[src/rtl/phy_pkg.sv]
// Shared widths, FSM encoding and beat payload for the PHY transmit path.
package phy_pkg;

   localparam int unsigned AXIS_DATA_W = 64;
   localparam int unsigned AXIS_KEEP_W = 8;
   localparam int unsigned AXIS_BEAT_W = AXIS_DATA_W + AXIS_KEEP_W + 1;

   typedef enum logic {
      ST_IDLE = 1'b0,
      ST_PKT  = 1'b1
   } arb_state_e;

   typedef struct packed {
      logic [AXIS_DATA_W-1:0] data;
      logic [AXIS_KEEP_W-1:0] keep;
      logic                   last;
   } axis_beat_t;

endpackage

[src/rtl/phy_axis_skid.sv]
// Two-entry register slice: registered payload and valid downstream, registered ready upstream,
// full throughput while the sink is ready.
module phy_axis_skid
   import phy_pkg::*;
#(
   parameter int unsigned WIDTH = AXIS_BEAT_W
) (
   input  logic             i_clk,
   input  logic             i_rst_n,
   input  logic             s_valid,
   output logic             s_ready,
   input  logic [WIDTH-1:0] s_payload,
   output logic             m_valid,
   input  logic             m_ready,
   output logic [WIDTH-1:0] m_payload
);

   logic             skid_valid;
   logic [WIDTH-1:0] skid_payload;
   logic             accept;
   logic             pop;

   assign accept = s_valid & s_ready;
   assign pop    = m_valid & m_ready;

   // s_ready mirrors !skid_valid, so a beat never arrives while the skid entry is occupied
   always_ff @(posedge i_clk or negedge i_rst_n) begin
      if (!i_rst_n) begin
         m_valid      <= 1'b0;
         m_payload    <= '0;
         skid_valid   <= 1'b0;
         skid_payload <= '0;
         s_ready      <= 1'b1;
      end else if (!m_valid || pop) begin
         if (skid_valid) begin
            m_valid    <= 1'b1;
            m_payload  <= skid_payload;
            skid_valid <= 1'b0;
            s_ready    <= 1'b1;
         end else begin
            m_valid <= accept;
            if (accept) begin
               m_payload <= s_payload;
            end
         end
      end else if (accept) begin
         skid_valid   <= 1'b1;
         skid_payload <= s_payload;
         s_ready      <= 1'b0;
      end
   end

endmodule

[src/rtl/phy_tx_arbiter.sv]
// Packet-granular round-robin arbiter sharing the PHY transmit AXI-Stream port between
// REQ_NUM requesters; grants only while the link is up, output through a skid slice.
module phy_tx_arbiter
   import phy_pkg::*;
#(
   parameter int unsigned REQ_NUM = 4
) (
   input  logic                           i_clk,
   input  logic                           i_rst_n,
   input  logic                           i_link_up,
   input  logic [AXIS_DATA_W*REQ_NUM-1:0] s_axis_data,
   input  logic [AXIS_KEEP_W*REQ_NUM-1:0] s_axis_keep,
   input  logic [REQ_NUM-1:0]             s_axis_last,
   input  logic [REQ_NUM-1:0]             s_axis_valid,
   output logic [REQ_NUM-1:0]             s_axis_ready,
   output logic [AXIS_DATA_W-1:0]         m_axis_data,
   output logic [AXIS_KEEP_W-1:0]         m_axis_keep,
   output logic                           m_axis_last,
   output logic                           m_axis_valid,
   input  logic                           m_axis_ready,
   output logic [REQ_NUM-1:0]             o_grant,
   output logic                           o_busy
);

   localparam int unsigned IDX_W = (REQ_NUM > 1) ? $clog2(REQ_NUM) : 1;

   arb_state_e         state_q, state_d;
   logic [REQ_NUM-1:0] grant_q, grant_d;
   logic [IDX_W-1:0]   gidx_q, gidx_d;
   logic [IDX_W-1:0]   rr_ptr_q, rr_ptr_d;
   logic [IDX_W-1:0]   pick_idx;
   logic               pick_found;
   axis_beat_t         sel_beat;
   axis_beat_t         out_beat;
   logic               sel_valid;
   logic               sk_s_valid;
   logic               sk_s_ready;
   logic               beat_acc;

   // Two-pass pick: lowest valid index above rr_ptr, else lowest valid index overall
   always_comb begin
      pick_idx   = '0;
      pick_found = |s_axis_valid;
      for (int i = REQ_NUM - 1; i >= 0; i--) begin
         if (s_axis_valid[i]) begin
            pick_idx = IDX_W'(i);
         end
      end
      for (int i = REQ_NUM - 1; i >= 0; i--) begin
         if (s_axis_valid[i] && (IDX_W'(i) > rr_ptr_q)) begin
            pick_idx = IDX_W'(i);
         end
      end
   end

   // One-hot grant mux of the granted requester's beat
   always_comb begin
      sel_beat  = '0;
      sel_valid = 1'b0;
      for (int k = 0; k < REQ_NUM; k++) begin
         if (grant_q[k]) begin
            sel_beat.data = s_axis_data[k*AXIS_DATA_W +: AXIS_DATA_W];
            sel_beat.keep = s_axis_keep[k*AXIS_KEEP_W +: AXIS_KEEP_W];
            sel_beat.last = s_axis_last[k];
            sel_valid     = s_axis_valid[k];
         end
      end
   end

   assign sk_s_valid   = (state_q == ST_PKT) & sel_valid;
   assign beat_acc     = sk_s_valid & sk_s_ready;
   assign s_axis_ready = grant_q & {REQ_NUM{sk_s_ready}};

   always_comb begin
      state_d  = state_q;
      grant_d  = grant_q;
      gidx_d   = gidx_q;
      rr_ptr_d = rr_ptr_q;
      case (state_q)
         ST_IDLE: begin
            if (i_link_up && pick_found) begin
               state_d = ST_PKT;
               grant_d = REQ_NUM'(1) << pick_idx;
               gidx_d  = pick_idx;
            end
         end
         ST_PKT: begin
            if (beat_acc && sel_beat.last) begin
               state_d  = ST_IDLE;
               grant_d  = '0;
               rr_ptr_d = gidx_q;
            end
         end
      endcase
   end

   // rr_ptr resets to the last index so requester 0 wins the first arbitration
   always_ff @(posedge i_clk or negedge i_rst_n) begin
      if (!i_rst_n) begin
         state_q  <= ST_IDLE;
         grant_q  <= '0;
         gidx_q   <= '0;
         rr_ptr_q <= IDX_W'(REQ_NUM - 1);
      end else begin
         state_q  <= state_d;
         grant_q  <= grant_d;
         gidx_q   <= gidx_d;
         rr_ptr_q <= rr_ptr_d;
      end
   end

   phy_axis_skid #(
      .WIDTH (AXIS_BEAT_W)
   ) u_skid (
      .i_clk     (i_clk),
      .i_rst_n   (i_rst_n),
      .s_valid   (sk_s_valid),
      .s_ready   (sk_s_ready),
      .s_payload (sel_beat),
      .m_valid   (m_axis_valid),
      .m_ready   (m_axis_ready),
      .m_payload (out_beat)
   );

   assign m_axis_data = out_beat.data;
   assign m_axis_keep = out_beat.keep;
   assign m_axis_last = out_beat.last;
   assign o_grant     = grant_q;
   assign o_busy      = (state_q == ST_PKT);

endmodule

[config.mk]
export PLATFORM = sky130hd
export DESIGN_NAME = phy_tx_arbiter
export DESIGN_NICKNAME = d
export VERILOG_FILES = /design/src/rtl/phy_pkg.sv /design/src/rtl/phy_axis_skid.sv /design/src/rtl/phy_tx_arbiter.sv
export SDC_FILE = /design/constraint.sdc
export NUM_CORES = 1
export LEC_CHECK = 0
export ABC_AREA = 1
export BUFFER_PORTS_ARGS = -buffer_cell sky130_fd_sc_hd__buf_2
export CAP_MARGIN = 10
export CORE_AREA = 2 2 147 149
export DETAILED_ROUTE_END_ITERATION = 12
export DIE_AREA = 0 0 149 151
export GPL_TIMING_DRIVEN = 0
export PLACE_DENSITY = 0.77
export SLEW_MARGIN = 10
export SYNTH_ARGS = -nofsm -noshare
export SYNTH_HDL_FRONTEND = slang
export SYNTH_SLANG_ARGS = --single-unit
export TNS_END_PERCENT = 50
[constraint.sdc]
create_clock -name i_clk -period 1.6 [get_ports i_clk]
set_input_delay 0.32 -clock i_clk [delete_from_list [all_inputs] [get_ports i_clk]]
set_output_delay 0.32 -clock i_clk [all_outputs]
set_load 0.02 [all_outputs]
; ---- Word-level counts from Yosys, hierarchy flattened
; Index checks and enable logic that the tools add are counted.
[op_classes]
n_lt_le_gt_ge = 4
n_eq_ne = 3
shifts = 1
mux = 30
n_bitwise = 6
reduce_logical = 17
[ops]
columns = cell, n
row1 = 2-to-1 mux 73 bit, 6
row2 = 2-to-1 mux 2 bit, 8
row3 = 2-to-1 mux 1 bit, 12
row4 = AND reduction 2 bit, 6
row5 = 2-to-1 mux 4 bit, 2
row6 = case mux 4 bit (2 select lines), 1
row7 = logical AND 1 bit, 6
row8 = AND 4 bit, 1
row9 = "greater-than comparator 1 x 2 -> 1 bit, first input constant", 2
row10 = "greater-than comparator 2 bit, first input constant", 2
row11 = "!= test 2 x 1 -> 1 bit, second input constant", 2
row12 = nonzero test 2 bit, 2
row13 = OR reduction 4 bit, 1
row14 = "<< shifter 1 x 2 -> 4 bit, first input constant", 1
row15 = AND 1 bit, 3
row16 = "!= test 2 bit, second input constant", 1
row17 = inverter 1 bit, 2
row18 = case mux 1 bit (2 select lines), 1
row19 = zero test 1 bit, 1
row20 = logical OR 1 bit, 1
[totals]
reg_bits = 158
out_inout_bits = 83
elab_cells = 70

; ---- Depth between registers and ports, before layout
[logic_depth]
ltp_word = 11
depth_mapped = 12

; ---- By module
; A second synthesis with hierarchy kept.
[unflattened]
cells_unflattened = 1446
area_unflattened_um2 = 9501.6
[by_module_without_submodules]
columns = module, instances, cells_each, area_per_inst_um2
row1 = phy_axis_skid, 1, 874, 6708.9
row2 = phy_tx_arbiter, 1, 572, 2792.7

; ---- Least setup slack after synthesis
; OpenSTA, ideal clock, no wires.
[synth_path]
path_type = register -> register
from = reg grant_q[1] (netlist: o_grant[1])
to = reg u_skid.skid_payload[13]
setup_time_ns = 0.117
arrival_ns = 1.485
setup_slack_ns = -0.002
stages_incl_launch_ff = 11
cell_sequence = dfrtp_1 > buf_2 > inv_2 > nand2_1 > nand3_1 > a21oi_2 > nand2_1 > buf_2 > buf_2 > nand2_1 > nand2_1
[synth_via]
elab_chain_len = 6
[synth_lines]
columns = element, line_no
row1 = from (decl), phy_tx_arbiter.sv:28  ; logic [REQ_NUM-1:0] grant_q, grant_d;
row2 = from (signal assigned), phy_tx_arbiter.sv:106  ; grant_q <= grant_d;
row3 = 2-to-1 mux 1 bit (3 in a row), phy_tx_arbiter.sv:61  ; if (grant_q[k]) begin
row4 = AND 1 bit, phy_tx_arbiter.sv:70  ; assign sk_s_valid = (state_q == ST_PKT) & sel_valid;
row5 = AND 1 bit, phy_axis_skid.sv:23  ; assign accept = s_valid & s_ready;
row6 = AND reduction 2 bit (no line), -
row7 = to (signal assigned), phy_axis_skid.sv:48  ; skid_payload <= s_payload;
row8 = to (decl), phy_axis_skid.sv:19  ; logic [WIDTH-1:0] skid_payload;
; Several ways; a longest one is shown, not always the timed one.
; A chain may end at the register's enable or synchronous reset.

; ---- Final worst setup path
[layout_path]
from = reg grant_q[3] (netlist: o_grant[3])
to = reg u_skid.skid_payload[59]
[layout_via]
elab_chain_len = 4
[layout_lines]
columns = element, line_no
row1 = 2-to-1 mux 1 bit, phy_tx_arbiter.sv:61
row2 = AND 1 bit, phy_tx_arbiter.sv:70
row3 = AND 1 bit, phy_axis_skid.sv:23
row4 = AND reduction 2 bit (no line), -
; Several ways; a longest one is shown, not always the timed one.

==> results_dict.tcl <==
set metrics [dict create \
    portBuffers 382 \
    row_count 53 \
    ys.warnings.count 0 \
    worst_pin_slew_ps 559 \
    worst-path-buf-inv 5 \
    worstPathCellList "buf_6, buf_4, a21oi_4, buf_6, a21oi_4, nand2_2, buf_12, buf_6, nand2_1, nand2_1" \
    drv_slew 0 \
    wl_met3_um 2760 \
    fp.dieW_um 149 \
    hold_start "s_axis_data[234]" \
    finalSetupViolCount 151 \
    final_core_util_pct 68.9 \
    violations "negative setup slack" \
    hp-class "in2reg" \
    cp_max_fo 10 \
    r2r_end "u_skid.skid_payload[59]$_DFFE_PN0P_" \
    antenna_found_initial 2 \
    netlist_area_um2 9700 \
    min_path_cells 5 \
    topRoutingLayerUsed "met5" \
    drt-met1-wl_um 15200 \
    clock_path_buffers 2 \
    vdd_ir_drop_max_uv 1070 \
    slowest_delay_ps 390 \
    grt_usage_pct 30.5 \
    mostFrequentLayoutCell "nand2_1" \
    clk_pin_slew_ps 70 \
    status "complete, but fails checks" \
    clock_skew_ps 11.3 \
    worstRegToRegCells 10 \
    cts_root_buf "clkbuf_16" \
    die_h_um 151 \
    fin_crit_ps 1780 \
    maxCapViolCount 0 \
    worst_path_most_repeated_cell "buf_6" \
    wl_per_cell_um 16.3 \
    worst-endpoint-arrival_ps 2100 \
    synth_cells 1594 \
    slew_headroom_pct 62.7 \
    syn_to_final_growth_pct 47.8 \
    start_util_pct 46.6 \
    grt_pass1_wl_um 53400 \
    numCtsBuffers 17 \
    crit_required_ps 1920 \
    period_share_pct 111 \
    grt_setup_unrepaired "yes" \
    worstHoldEndpoint "u_skid.skid_payload[51]$_DFFE_PN0P_" \
    ctsHtreeMaxLevel 4 \
    cts_tree "built" \
    setup_ws_ps -176 \
    initialDrtViolationCount 942 \
    crit_type "reg2reg" \
    antenna_left 0 \
    drt-total-wl_um 38100 \
    critPathSlowestCell "dfrtp_1" \
    cp-end-kind "flop" \
    ys_ff_latch 158 \
    path_delay_family "buffers and inverters" \
    synth_nets 1894 \
    yosysSeqAreaShare_pct 40.8 \
    die-area_um2 22500 \
    vias 12064 \
    clk_latency_ps 430 \
    drt_first_pass_iters 6 \
    routed_via_density 5.17 \
    core_area_um2 20800 \
    r2r_setup_slack_ps -180 \
    grt_pass1_vias 10484 \
    cts_num_sinks 158 \
    regToRegStartpoint "o_grant[3]$_DFFE_PN0P_" \
    finalHoldViolCount 0 \
    met2WireLength_um 18800 \
    final_cell_mix "nand2_1, buf_2, dfrtp_1, nor2_1, nand2_2" \
    gp_congestion 0.919 \
    dp_hpwl_um 25500 \
    synth_cell_types 17 \
    drc 0 \
    drive_above_1_share_pct 34.2 \
    whs_ps 250 \
    startpoint_type "flop" \
    leakagePower_uw 0.00862 \
    p_per_area_nw_per_um2 1880 \
    synth.avg_cell_area_um2 6.09 \
    grt_overflow 0 \
    nNetsFinal 2345 \
    max_freq_mhz 563 \
    grt_start_max_net_pins 90 \
    boundaryPins 383 \
]
-- logic make-up (layout without fill, tap and decap cells) --
kind of cell           count (synthesis)  in the layout  synth area share, %
other                                  0              1                    0
buffers and inverters                122            585                 5.93
DFF                                  158            158                 40.8
AOI/OAI and AO/OA                     84             84                 4.49
and+or+nand+nor                     1230           1231                 48.8
-- report_power, final --
| part | internal (uW) | total [uW] | switching, uW |
|---|---|---|---|
| logic | 6970 | 17200 | 10300 |
| clock network | 2220 | 4020 | 1800 |
| registers | 5030 | 5690 | 661 |
| total | 14200 | 26900 | 12700 |
-- registers in the layout, summed over array words and instances (netlist names) --
signal               cells
gidx_q                   2
rr_ptr_q                 2
o_busy                   1
o_grant                  4
u_skid.skid_valid        1
u_skid.m_valid           1
u_skid.s_ready           1
u_skid.m_payload        73
u_skid.skid_payload     73
-- synthesized netlist by cell type (all sizes together) --
library cell	n	area share (%)
nand2	993	38
dfrtp	155	40
nor2	153	6.0
nand3	84	4.3
a21oi	81	4.3
buf	77	4.2
clkbuf	27	1.0
inv	18	0.70
dfstp	3	0.81
o21ai	3	0.15
-- metrics by stage --
step                      worst slack (ps)  cells  power (uW)  cell area [um^2]  setup TNS (ps)
after global routing                  -205   2333       28700             14300          -21220
final                                 -176   2334       26900             14300          -15010
after global placement               -2200   2251       17900             12000         -385510
after detailed placement              -398   2252       18000             12000          -47290
after CTS                             -139   2307       23500             13200           -1340
after floorplan                       16.0   1594       14000              9710               0
-- worst max-delay path by stage --
stage	cells after the start	slack, ps	end	start
after floorplan	5	20	s_axis_ready[3]	o_grant[3]$_DFFE_PN0P_
after global placement	1	-2200	u_skid.m_payload[29]$_DFFE_PN0P_	i_rst_n
after detailed placement	7	-400	u_skid.m_payload[47]$_DFFE_PN0P_	u_skid.skid_valid$_DFFE_PN0P_
after CTS	6	-140	s_axis_ready[3]	o_grant[3]$_DFFE_PN0P_
after global routing	10	-210	u_skid.skid_payload[45]$_DFFE_PN0P_	o_grant[3]$_DFFE_PN0P_
final	10	-180	u_skid.skid_payload[59]$_DFFE_PN0P_	o_grant[3]$_DFFE_PN0P_
-- tightest hold or removal path: cells and delay by family --
kind                   cells  cell delay [ps]
AND/OR/NAND/NOR            4              240
buffers and inverters      1               80
-- routing by layer --
layer  up-vias  global-route usage [%]
met4         4                    12.1
met3       111                    5.57
li1       5783                       -
met1      5580                    38.1
met2       586                    52.3
met5         -                       0
-- area by class of cell --
cell class | instances | area, um^2
Antenna cell | 1 | 2.50
Buffer | 104 | 1030
Clock buffer | 19 | 443
Clock inverter | 13 | 131
Fill cell | 1748 | 6480
Inverter | 18 | 70.1
Multi-Input combinational cell | 1315 | 5670
Sequential cell | 158 | 3960
Tap cell | 275 | 344
Timing Repair Buffer | 431 | 2690
-- timing repair --
item	CTS	global route
buffers inserted	22	10
hold buffers	1	0
pin swaps	5	78
cloned	0	17
setup endpoints to repair	160	159
gates resized for setup	135	236
endpoints found under the hold margin	67	0
Note: power is estimated with default switching activity, not from simulation.
